File: src/rtl/host_mon_if.sv
// Host bus monitor front end: classifies 8080-style bus cycles,
// optionally run-compresses memory accesses and queues trace entries.
module host_mon_if #(
  parameter int DW = 8,
  parameter int AW = 11,
  parameter int CW = 14,
  parameter int FL = 2,
  parameter int MODE = 0,
  parameter logic [DW-1:0] TRIG_CMD = DW'(8'h40),
  parameter logic [DW-1:0] MWR_CMD = DW'(8'h42),
  parameter logic [DW-1:0] MRD_CMD = DW'(8'h43),
  parameter int RUN_EN = 1
) (
  input  logic          clk,
  input  logic          rst_x,
  input  logic          ce_x,
  input  logic          a0,
  input  logic          wr_x,
  input  logic          rd_x,
  input  logic [DW-1:0] dat,
  input  logic          clr,
  input  logic          flush,
  output logic          wrreq,
  input  logic          wrack,
  output logic [AW-1:0] waddr,
  output logic [4+CW-1:0] wdata,
  output logic          ovf
);

  localparam int EW = 4 + CW;
  localparam int DEPTH = 1 << FL;
  localparam logic [CW-1:0] CNT_MAX = '1;

  localparam logic [3:0] T_WCMD = 4'd1;
  localparam logic [3:0] T_WDAT = 4'd2;
  localparam logic [3:0] T_RDAT = 4'd3;
  localparam logic [3:0] T_WMEM = 4'd4;
  localparam logic [3:0] T_RMEM = 4'd5;
  localparam logic [3:0] T_RSTA = 4'd6;
  localparam logic [3:0] T_RUNW = 4'd8;
  localparam logic [3:0] T_RUNR = 4'd9;

  localparam logic [DW+3:0] SYNC_RST = {4'b1011, {DW{1'b0}}};

  typedef enum logic [1:0] {IDLE, SETUP, HOLD} st_t;

  logic [DW+3:0] s1_q, s2_q;
  logic          s_ce, s_a0, s_wr, s_rd;
  logic [DW-1:0] s_dat;

  st_t           st_q, st_d;
  logic          wsel_q, wsel_d;
  logic [DW-1:0] cmd_q, cmd_d;
  logic          arm_q, arm_d;

  logic [3:0]    ev_type;
  logic          ev;
  logic [EW-1:0] ev_data;
  logic          is_mem, ev_rd;

  logic          run_q, run_d;
  logic          run_rd_q, run_rd_d;
  logic [CW-1:0] rcnt_q, rcnt_d, rcnt_inc;
  logic          pend_q, pend_d;
  logic [EW-1:0] pdat_q, pdat_d;
  logic [EW-1:0] run_word;

  logic          push;
  logic [EW-1:0] push_data;

  logic [EW-1:0] mem_q [DEPTH];
  logic [FL-1:0] wp_q, rp_q;
  logic [FL:0]   cnt_q;
  logic [AW-1:0] addr_q;
  logic          ovf_q;
  logic          empty, full, pop, do_push, drop;

  assign {s_ce, s_a0, s_wr, s_rd, s_dat} = s2_q;

  // Two-stage synchroniser on the asynchronous host bus
  always_ff @(posedge clk or negedge rst_x) begin
    if (!rst_x) begin
      s1_q <= SYNC_RST;
      s2_q <= SYNC_RST;
    end else begin
      s1_q <= {ce_x, a0, wr_x, rd_x, dat};
      s2_q <= s1_q;
    end
  end

  // Bus cycle FSM; the strobe kind is latched on cycle start
  always_comb begin
    st_d = st_q;
    wsel_d = wsel_q;
    unique case (st_q)
      IDLE: if (!s_ce && (!s_wr || !s_rd)) begin
        st_d = SETUP;
        wsel_d = !s_wr;
      end
      SETUP: st_d = HOLD;
      HOLD: if (s_ce || (s_wr && s_rd)) st_d = IDLE;
      default: st_d = IDLE;
    endcase
  end

  // Classify the cycle and apply the capture gate during SETUP
  always_comb begin
    ev_type = T_RSTA;
    ev = 1'b0;
    cmd_d = cmd_q;
    arm_d = arm_q;
    if (st_q == SETUP) begin
      if (wsel_q) begin
        if (s_a0) begin
          ev_type = T_WCMD;
          cmd_d = s_dat;
        end else begin
          ev_type = (cmd_q == MWR_CMD) ? T_WMEM : T_WDAT;
        end
      end else begin
        if (s_a0) ev_type = (cmd_q == MRD_CMD) ? T_RMEM : T_RDAT;
        else ev_type = T_RSTA;
      end
      if (MODE != 0) begin
        ev = 1'b1;
      end else if (ev_type == T_WCMD) begin
        ev = (s_dat == TRIG_CMD);
        arm_d = ev;
      end else begin
        ev = arm_q;
      end
    end
    if (clr) arm_d = 1'b0;
  end

  assign ev_data = {ev_type, CW'(s_dat)};
  assign is_mem = (ev_type == T_WMEM) || (ev_type == T_RMEM);
  assign ev_rd = (ev_type == T_RMEM);
  assign rcnt_inc = rcnt_q + CW'(1);
  assign run_word = {run_rd_q ? T_RUNR : T_RUNW, rcnt_q};

  // Run compression and ordering of pushes into the FIFO
  always_comb begin
    push = 1'b0;
    push_data = ev_data;
    run_d = run_q;
    run_rd_d = run_rd_q;
    rcnt_d = rcnt_q;
    pend_d = pend_q;
    pdat_d = pdat_q;
    if (pend_q) begin
      push = 1'b1;
      push_data = pdat_q;
      pend_d = 1'b0;
    end else if (ev && is_mem && (RUN_EN != 0)) begin
      if (run_q && (run_rd_q == ev_rd) && !flush) begin
        rcnt_d = rcnt_inc;
        if (rcnt_inc == CNT_MAX) begin
          push = 1'b1;
          push_data = {run_rd_q ? T_RUNR : T_RUNW, rcnt_inc};
          run_d = 1'b0;
        end
      end else begin
        if (run_q) begin
          push = 1'b1;
          push_data = run_word;
        end
        run_d = 1'b1;
        run_rd_d = ev_rd;
        rcnt_d = CW'(1);
      end
    end else if (ev) begin
      push = 1'b1;
      if (run_q) begin
        push_data = run_word;
        run_d = 1'b0;
        pend_d = 1'b1;
        pdat_d = ev_data;
      end
    end else if (flush && run_q) begin
      push = 1'b1;
      push_data = run_word;
      run_d = 1'b0;
    end
    if (clr) begin
      run_d = 1'b0;
      pend_d = 1'b0;
    end
  end

  // Control state registers
  always_ff @(posedge clk or negedge rst_x) begin
    if (!rst_x) begin
      st_q <= IDLE;
      wsel_q <= 1'b0;
      cmd_q <= '0;
      arm_q <= 1'b0;
      run_q <= 1'b0;
      run_rd_q <= 1'b0;
      rcnt_q <= '0;
      pend_q <= 1'b0;
      pdat_q <= '0;
    end else begin
      st_q <= st_d;
      wsel_q <= wsel_d;
      cmd_q <= cmd_d;
      arm_q <= arm_d;
      run_q <= run_d;
      run_rd_q <= run_rd_d;
      rcnt_q <= rcnt_d;
      pend_q <= pend_d;
      pdat_q <= pdat_d;
    end
  end

  assign empty = (cnt_q == '0);
  assign full = (cnt_q == (FL+1)'(DEPTH));
  assign pop = !empty && wrack;
  assign do_push = push && (!full || pop);
  assign drop = push && full && !pop;

  // FIFO pointers, trace address and sticky overflow
  always_ff @(posedge clk or negedge rst_x) begin
    if (!rst_x) begin
      wp_q <= '0;
      rp_q <= '0;
      cnt_q <= '0;
      addr_q <= '0;
      ovf_q <= 1'b0;
    end else if (clr) begin
      wp_q <= '0;
      rp_q <= '0;
      cnt_q <= '0;
      addr_q <= '0;
      ovf_q <= 1'b0;
    end else begin
      if (do_push) wp_q <= wp_q + FL'(1);
      if (pop) begin
        rp_q <= rp_q + FL'(1);
        addr_q <= addr_q + AW'(1);
      end
      unique case ({do_push, pop})
        2'b10: cnt_q <= cnt_q + (FL+1)'(1);
        2'b01: cnt_q <= cnt_q - (FL+1)'(1);
        default: cnt_q <= cnt_q;
      endcase
      if (drop) ovf_q <= 1'b1;
    end
  end

  // FIFO storage
  always_ff @(posedge clk or negedge rst_x) begin
    if (!rst_x) begin
      for (int i = 0; i < DEPTH; i++) mem_q[i] <= '0;
    end else if (do_push && !clr) begin
      mem_q[wp_q] <= push_data;
    end
  end

  assign wrreq = !empty;
  assign wdata = empty ? '0 : mem_q[rp_q];
  assign waddr = addr_q;
  assign ovf = ovf_q;

endmodule

File: config.mk
export PLATFORM = sky130hd
export DESIGN_NAME = host_mon_if
export DESIGN_NICKNAME = d
export VERILOG_FILES = /design/src/rtl/host_mon_if.sv
export SDC_FILE = /design/constraint.sdc
export NUM_CORES = 1
export LEC_CHECK = 0
export CAP_MARGIN = 20
export CORE_MARGIN = 1
export CORE_UTILIZATION = 52
export CTS_CLUSTER_DIAMETER = 40
export DETAILED_ROUTE_END_ITERATION = 6
export GPL_ROUTABILITY_DRIVEN = 1
export PLACE_DENSITY = 0.71
export SLEW_MARGIN = 10
export SYNTH_ARGS = -nofsm -noshare
export SYNTH_HDL_FRONTEND = slang
export SYNTH_SLANG_ARGS = --single-unit
File: constraint.sdc
create_clock -name clk -period 6.8 [get_ports clk]
set_input_delay 1.02 -clock clk [delete_from_list [all_inputs] [get_ports clk]]
set_output_delay 1.02 -clock clk [all_outputs]
set_load 0.01 [all_outputs]
======== Yosys cells after proc, flatten, opt, wreduce, memory -nomap -nowiden ========
Index checks and enable logic that the tools add are counted.
word-level totals
  latch bits .............................. 0
  memories kept ........................... 0
  register bits after elaboration ......... 156
  logic and storage cells ................. 148
  memory bits (writable) .................. 0
  bits of input ports ..................... 17
  output and inout port bits .............. 31
  bits in read-only memories .............. 0
operators by class
  equality and inequality tests ........... 17
  $mul .................................... 0
  multiplexer cells ....................... 58
  $lt $le $gt $ge ......................... 3
  reduce and logical (&&, ||, !) cells .... 39
  bitwise logic cells ..................... 5
  div/mod/pow operators ................... 0
  add/subtract/negate cells ............... 6
  shift-type cells ........................ 0
operators by type and width
  kind                     count
  $mux W18                 11
  $bwmux W72               1
  $bmux W18 S2             1
  $demux W18 S2            1
  $mux W1                  25
  $eq A8 B7 Y1 const B     3
  $mux W11                 2
  $mux W3                  5
  $add A14 B1 Y14 const B  1
  $eq A14 B14 Y1 const B   1
  $mux W14                 1
  $logic_and A1 B1 Y1      12
  $mux W2                  6
  $mux W4                  3
  $add A11 B1 Y11 const B  1
  $reduce_and A3 Y1        3
  $eq A4 B3 Y1 const B     2
  $logic_not A1 Y1         8
  $reduce_bool A2 Y1       4
  $ge A3 B3 Y1 const B     2
  $ne A2 B2 Y1 const B     3
  $not A2 Y3               2
  $pmux W2 S3              1
  $pmux W3 S2              1
  18 further kinds         28

======== Logic depth before layout (Yosys ltp) ========
Gate-level depths: netlist (run 1).
  word-level depth ........................ 17
  gate-level depth with buffers ........... 13
  mapped depth without buffers ............ 13

======== Least setup slack after synthesis (run 1) ========
No wires, ideal clock.
  kind .................................... reg-to-reg
  start ................................... register rcnt_q[1]
  end ..................................... register cnt_q[2]
  cell stages (with the launch flop) ...... 14
  library setup time ...................... 0.116 ns
  path slack .............................. 3.639 ns
  data required time ...................... 6.684 ns
  clock period less this slack ............ 3.161 ns
  data arrival time ....................... 3.045 ns
  path buffers ............................ 1
  path through ............................ dfrtp_1 -> ha_1 -> and4_1 -> clkbuf_1 -> xnor2_1 -> a31oi_1 -> nor4_2 -> nand3_1 -> nand3_1 -> inv_1 -> fa_1 -> nor3b_1 -> mux2i_1 -> o311ai_0
on the way
  longest elaborated chain between the ends .. 10
  elaborated cells on any way between the ends .. 12
  those cells by class .................... add/sub (1); eq/ne (3); mux (6); reduce/logical (2)
ends and longest elaborated chain
  what                                          RTL line  RTL
  start, declared                               63        logic [CW-1:0] rcnt_q, rcnt_d, rcnt_inc;
  start signal, assigned                        210       rcnt_q <= rcnt_d;
  $add A14 B1 Y14 (*)                           139       assign rcnt_inc = rcnt_q + CW'(1);
  $eq A14 B14 Y1 (*)                            158       if (rcnt_inc == CNT_MAX) begin
  $mux W1 (*)                                   158
  $mux W1 (*)                                   156       if (run_q && (run_rd_q == ev_rd) && !flush) begin
  $mux W1 (*)                                   155       end else if (ev && is_mem && (RUN_EN != 0)) begin
  $mux W1 (*)                                   151       if (pend_q) begin
  $logic_and A1 B1 Y1 (*)                       219       assign do_push = push && (!full || pop);
  $eq A2 B1 Y1 or $eq A2 B2 Y1 (tied branches)  242       unique case ({do_push, pop})
  $pmux W3 S2                                   242
  $mux W3                                       230       end else if (clr) begin
  end signal, assigned                          243       2'b10: cnt_q <= cnt_q + (FL+1)'(1);
  end signal, assigned                          244       2'b01: cnt_q <= cnt_q - (FL+1)'(1);
  end signal, assigned                          245       default: cnt_q <= cnt_q;
  end, declared                                 73        logic [FL:0] cnt_q;
Mark *: on every way between the ends. The rest lies on a longest branch, timed or not.
A chain may end at the register's enable or synchronous reset.

======== Worst setup path after layout (run 1) ========
  start ................................... register rcnt_q[3]
  end ..................................... register cnt_q[2]
The elaborated chain is that of the path after synthesis.

==> flow_metrics.env, run 1 <==
export IMPL_run_status="finished clean"
export IMPL_core_area_sq_mm=0.0139
export IMPL_criticalPathCategory="reg -> reg"
export IMPL_setup_tns_ns=0
export IMPL_start_util=0.535
export IMPL_cts_tree="done"
export IMPL_p_leak_uw=0.00366
export IMPL_fin_skew_ns=0.00893
export IMPL_end_kind="flop"
export IMPL_rr_startpoint="rcnt_q[3]"
export IMPL_required_ns=7.10
export IMPL_vias=5393
export IMPL_grt_max_degree=91
export IMPL_worstPathCellList="nand4_2 -> or3_1 -> a221o_1 -> nor4_2 -> nand3_1 -> nand3_1 -> inv_1 -> fa_1 -> nor3b_1 -> mux2i_1 -> o311ai_0"
export IMPL_crit_path_max_incr_delay_ns=0.60
export IMPL_synth_mux_area_frac=0.143
export IMPL_hpwl_microns=11400
export IMPL_die_x_microns=122
export IMPL_ys_seq_elements=155
export IMPL_synth_top_area_cell="dfrtp_1"
export IMPL_max_cap_violations=0
export IMPL_synth_edf_count=0
export IMPL_cts_htree_levels=4
export IMPL_synth_cell_type_count=64
export IMPL_critPathSlowestCell="dfrtp_1"
export IMPL_rsz0062_at_grt="false"
export IMPL_fp_dieArea_sq_mm=0.0148
export IMPL_gr_usage_all_layers=0.247
export IMPL_period_share=0.568
export IMPL_seqPwrFrac=0.464
export IMPL_synth_top_family_by_area="simple AND/OR/NAND/NOR gates"
export IMPL_hold_violations=0
export IMPL_cts_resized=0
export IMPL_cts_buffer_depth=2
export IMPL_cp_max_fo=12
export IMPL_wl_microns=16500
export IMPL_clock_fmax_mhz=259
export IMPL_antenna_found_initial=0
export IMPL_layout_drive_gt1_share=0.185
export IMPL_path_common_cell="nand3_1"
export IMPL_synthFlopType="dfrtp_1"
export IMPL_syn_num_nets=680
export IMPL_cp_startpoint="rcnt_q[3]"
export IMPL_clkSlewWorstSetupHoldPaths_ns=0.06
export IMPL_grt_pass1_wl_microns=27900
export IMPL_r2r_slack_ns=2.93
export IMPL_cts_inserted_buffers=17
export IMPL_internal_power_uw=1660
export IMPL_critical_path_depth=11
export IMPL_endpoint="cnt_q[2]"
export IMPL_setup_viol=0
export IMPL_overflow=0
export IMPL_maxSlewViolCount=0
export IMPL_io_pins=48
export IMPL_viasPerCell=6.07
export IMPL_syn_cell_area_sq_mm=0.00745
export IMPL_gp_congestion=0.942
export IMPL_netSwitchingFraction=0.242
export IMPL_r2r_end="cnt_q[2]"
export IMPL_p_sw_uw=528
export IMPL_wl_per_cell_microns=18.6
export IMPL_slew_limit_headroom=0.337
export IMPL_r2r_cells=11
export IMPL_clkPwrFrac=0.424
export IMPL_fin_crit_ns=3.87
export IMPL_synthTopCellsByArea="dfrtp_1 (50%), mux2_2 (7.6%), mux4_2 (5.4%)"
export IMPL_nNetsFinal=722
export IMPL_yosys_cell_count_top_type="dfrtp_1"
export IMPL_synth_xor_area_share=0.0188
export IMPL_start_kind="flop"
export IMPL_drtIter0Drc=480
export IMPL_clock_sinks=155
export IMPL_area_growth_synth_to_final_pct=16.4
export IMPL_irDropWorstVdd_mv=0.303
export IMPL_multi_input_comb_area_sq_mm=0.00340
export IMPL_route_detailed_drc=0
export IMPL_cpLargestDelayFamily="simple AND/OR/NAND/NOR gates"
export IMPL_arrival_ns=4.16
export IMPL_synthTopCellsByCount="dfrtp_1 (149), nand2_1 (61), o21ai_0 (55)"
export IMPL_seq_area_sq_mm=0.00389
export IMPL_hp_class="reg -> reg"
export IMPL_synthAdderAreaFrac=0.0144
export IMPL_syn_avg_cell_area_sq_um=11.4
export IMPL_portBuffers=47
export IMPL_rows=43
export IMPL_synthCells=655
export IMPL_firstDrtPassIters=5
export IMPL_root_buffer="clkbuf_16"
export IMPL_tightest_slew_ns=0.995
export IMPL_synth_compound_area_frac=0.130
export IMPL_ant_nets=0
export IMPL_clk_latency_ns=0.43
export IMPL_crit_buf_inv=1
export IMPL_yosys_area_share_simple=0.149
export IMPL_yosysWarnings=0
export IMPL_die_h_microns=122
export IMPL_seq_area_frac_synth=0.521
export IMPL_powerDensity_mw_per_mm2=252
export IMPL_synthArstFlopShare=1.00
export IMPL_combPwrFrac=0.111
export IMPL_cts_hold_buf=0
export IMPL_fillers=1098
export IMPL_num_antenna_cells=0
export IMPL_synth_top_cell_area_share=0.500
export IMPL_grt_pass1_vias=5517
export IMPL_whs_ns=0.345
export IMPL_post_cts_buffers=0
## through the flow
stage          utilization  power (uW)  instances  cell area [sq um]  setup slack, ns
2_1_floorplan            -        1180        655               7450             3.64
3_3_place_gp         0.578        1260        853               8060             2.93
3_5_place_dp         0.580        1270        857               8090             3.03
4_1_cts              0.622        2200        887               8660             3.02
5_1_grt              0.622        2280        888               8670             2.66
6_report             0.622        2180        888               8670             2.93
## kinds of logic (layout without fill, tap and decap cells)
group                    after synthesis  in the layout
XOR/XNOR                              16             16
AO/OA/AOI/OAI                        147            147
flip-flops                           155            155
multiplexers                          78             78
buffers and inverters                 45             98
adder cells (fa/ha/maj)                8              8
AND/OR/NAND/NOR                      206            206
## per-layer routing
| metal | wire length (microns) | global-route usage |
|---|---|---|
| met1 | 7340 | 0.322 |
| met2 | 8100 | 0.403 |
| met3 | 789 | 0.0595 |
| met4 | 316 | 0.0910 |
| met5 | 0 | 0 |
## power groups by stage
stage | Clock, uW | Sequential, uW | Combinational [uW]
after floorplan | 0 | 1020 | 160
after global placement | 0 | 1020 | 238
after detailed placement | 0 | 1030 | 246
after CTS | 940 | 1010 | 248
after global routing | 989 | 1020 | 268
final | 927 | 1010 | 242
## worst register-to-register path, stage by stage (launching register included)
cell and delay (ns):
dfrtp_1 0.60, nand4_2 0.26, or3_1 0.43, a221o_1 0.40
nor4_2 0.57, nand3_1 0.27, nand3_1 0.22, inv_1 0.11
fa_1 0.45, nor3b_1 0.24, mux2i_1 0.10, o311ai_0 0.12
## layout make-up
class	count	area share
inverter	11	0.00476
sequential	155	0.448
multi-input combinational	455	0.392
tap	180	0.0260
timing repair buffer	57	0.0630
clock inverter	8	0.0107
clock buffer	22	0.0558
## cell usage in the layout, fill, tap and decap left out, drive strengths merged, types with 10 or more instances in the layout
cell type	netlist	routed
mux2	50	50
clkdlybuf4s50	0	46
mux4	18	18
inv	11	11
nor2	33	33
and2	25	25
buf	6	11
nand2b	10	10
a21oi	26	26
nand2	61	61
o21ai	58	58
nand3	21	21
clkbuf	28	22
mux2i	10	10
dfrtp	149	149
## sequential cells by signal, summed over array words and instances, names as in the netlist
register / count
cnt_q: 3
s2_q: 12
run_rd_q: 1
wp_q: 2
cmd_q: 8
mem_q: 72
wsel_q: 1
arm_q: 1
rcnt_q: 14
run_q: 1
s1_q: 12
pdat_q: 11
rp_q: 2
waddr: 11
pend_q: 1
ovf: 1
st_q: 2
## worst min path at each step
stage                     startpoint  endpoint  cells after the start
after floorplan              s1_q[0]   s2_q[0]                      0
after global placement       s1_q[5]   s2_q[5]                      0
after detailed placement     s1_q[6]   s2_q[6]                      0
after CTS                    s1_q[6]   s2_q[6]                      0
after global routing         s1_q[0]   s2_q[0]                      0
final                        s1_q[0]   s2_q[0]                      0
No activity file was read; power rests on OpenSTA's default activity.
==> inputs of run 2 (changes only) <==
==> constraint.sdc (replaced) <==
create_clock -name clk -period 3.7 [get_ports clk]
set_input_delay 0.555 -clock clk [delete_from_list [all_inputs] [get_ports clk]]
set_output_delay 0.555 -clock clk [all_outputs]
set_load 0.01 [all_outputs]
==> run 2 against run 1 <==
Effect of this change: sequential share of layout area down 0.59 points; maximum frequency up 13%; critical path depth down 3; first-iteration DRC count down 32%; largest cell class unchanged; largest power group unchanged; highest routed layer unchanged.
==> flow_metrics.env, run 2 (synthesis gave the netlist of run 1 again) <==
export IMPL_hold_violations=0
export IMPL_grt_pass1_wl_microns=27400
export IMPL_fp_dieArea_sq_mm=0.0148
export IMPL_run_status="finished clean"
export IMPL_clock_sinks=155
export IMPL_route_detailed_drc=0
export IMPL_cp_max_fo=12
export IMPL_layout_commonest_cell="dfrtp_1"
export IMPL_arrival_ns=3.74
export IMPL_design_area_sq_mm=0.00879
export IMPL_slew_limit_headroom=0.418
export IMPL_fin_crit_ns=3.43
export IMPL_cts_inserted_buffers=17
export IMPL_wl_microns=16400
export IMPL_cts_buffer_depth=2
export IMPL_rows=43
export IMPL_tightest_slew_ns=0.859
export IMPL_irDropWorstVdd_mv=0.388
export IMPL_criticalPathCategory="reg -> reg"
export IMPL_wl_per_cell_microns=18.3
export IMPL_seq_area_sq_mm=0.00389
export IMPL_hpwl_microns=11500
export IMPL_max_cap_violations=0
export IMPL_gp_congestion=0.899
export IMPL_rsz0062_at_grt="false"
export IMPL_layout_common_cells="dfrtp_1 (149), nand2_1 (61), o21ai_0 (55)"
export IMPL_nNetsFinal=730
export IMPL_pre_cts_ws_ns=0.286
export IMPL_place_area_sq_mm=0.00817
export IMPL_fin_skew_ns=0.00694
export IMPL_die_h_microns=122
export IMPL_portBuffers=47
export IMPL_reg_top3="mem_q (72), rcnt_q (14)"
export IMPL_grt_max_degree=88
export IMPL_cts_tree="done"
export IMPL_layout_drive_gt1_share=0.191
export IMPL_clock_fmax_mhz=291
export IMPL_root_buffer="clkbuf_16"
export IMPL_hp_class="in -> async"
export IMPL_die_x_microns=122
export IMPL_drtIter0Drc=326
export IMPL_crit_buf_inv=0
export IMPL_largest_register="mem_q"
export IMPL_core_area_sq_mm=0.0139
export IMPL_setup_tns_ns=0
export IMPL_multi_input_comb_area_sq_mm=0.00340
export IMPL_setup_slack_ns=0.269
export IMPL_cpLargestDelayFamily="simple AND/OR/NAND/NOR gates"
export IMPL_gr_usage_all_layers=0.243
export IMPL_cts_htree_levels=4
export IMPL_p_leak_uw=0.00372
export IMPL_start_kind="flop"
export IMPL_clk_latency_ns=0.43
export IMPL_setup_viol=0
export IMPL_firstDrtPassIters=6
export IMPL_start_util=0.535
export IMPL_period_share=0.927
export IMPL_clkSlewWorstSetupHoldPaths_ns=0.06
export IMPL_overflow=0
export IMPL_crit_path_max_incr_delay_ns=0.54
export IMPL_end_kind="flop"
export IMPL_critPathSlowestCell="dfrtp_1"
export IMPL_worstPathCellList="nand4_2 -> or3_1 -> a221o_1 -> or4_4 -> nor3_4 -> o21ai_4 -> nor2_4 -> mux2_2"
export IMPL_largest_reg_flops=72
export IMPL_fillers=1076
export IMPL_io_pins=48
export IMPL_area_growth_synth_to_final_pct=17.9
export IMPL_num_antenna_cells=0
export IMPL_viasPerCell=6.04
export IMPL_required_ns=4.01
export IMPL_maxSlewViolCount=0
export IMPL_cts_hold_buf=0
export IMPL_ant_nets=0
export IMPL_vias=5423
export IMPL_antenna_found_initial=0
export IMPL_grt_pass1_vias=5346
export IMPL_powerDensity_mw_per_mm2=469
[run 2: cell count changes in the layout (fill, tap and decap cells not counted), sizes merged]
cell      change
buf           +8
bufinv        +2
clkbuf        +3
clkinv        -2
clkinvlp      -1
[run 2: where the power goes]
group	internal [uW]	switching (uW)	total (uW)
registers	1790	74.4	1860
clock network	1160	645	1810
logic	207	244	450
total	3160	963	4120
[run 2: per-stage QoR]
step	util	power, uW	std cells	hold WS (ns)
6_report	0.631	4120	898	0.182
5_1_grt	0.631	4290	898	0.255
4_1_cts	0.630	4150	898	0.217
3_5_place_dp	0.586	2340	866	0.339
3_3_place_gp	0.586	2320	866	0.333
2_1_floorplan	-	2160	655	0.259
[run 2: metal layers]
layer  global-route usage  share of wire  vias to the layer above
met5                    0              0                        -
met3               0.0501          0.041                       27
met4                0.101          0.022                        0
li1                     -              -                     2497
met1                0.317           0.44                     2744
met2                0.396           0.49                      155
[run 2: final timing paths]
kind,slack (ns),depth (start not counted),from,end
setup reg to reg,0.27,8,rcnt_q[3],mem_q[39]
hold reg to reg,0.35,0,s1_q[6],s2_q[6]
setup / recovery,0.27,8,rcnt_q[3],mem_q[39]
hold / removal,0.18,1,rst_x,mem_q[63]
max in group asynchronous,2.71,2,rst_x,waddr[8]
min in group clk,0.35,0,s1_q[6],s2_q[6]
[run 2: area by class of cell]
type	count	share of cell area
clock buffer	25	0.0541
clock inverter	7	0.0158
inverter	11	0.00470
multi-input combinational	455	0.387
sequential	155	0.442
tap	180	0.0256
timing repair buffer	65	0.0705
[run 2: what timing repair did]
action | CTS | global route
endpoints found under the setup margin | 0 | 1
resized for setup | 0 | 1
setup buffers | 0 | 0
[run 2: worst register-to-register path, cell delays in order, from the launching register on]
cell,delay [ns]
dfrtp_1,0.54
nand4_2,0.23
or3_1,0.42
a221o_1,0.39
or4_4,0.48
nor3_4,0.35
o21ai_4,0.21
nor2_4,0.33
mux2_2,0.38
==> inputs of run 3 (changes only) <==
--- a/config.mk
+++ b/config.mk
@@ -5,7 +5,7 @@
 export SDC_FILE = /design/constraint.sdc
 export NUM_CORES = 1
 export LEC_CHECK = 0
-export CAP_MARGIN = 20
+export CAP_MARGIN = 40
 export CORE_MARGIN = 1
 export CORE_UTILIZATION = 52
 export CTS_CLUSTER_DIAMETER = 40
==> results of run 3 <==
The final DEF is identical to that of run 2; final timing and power are the same.
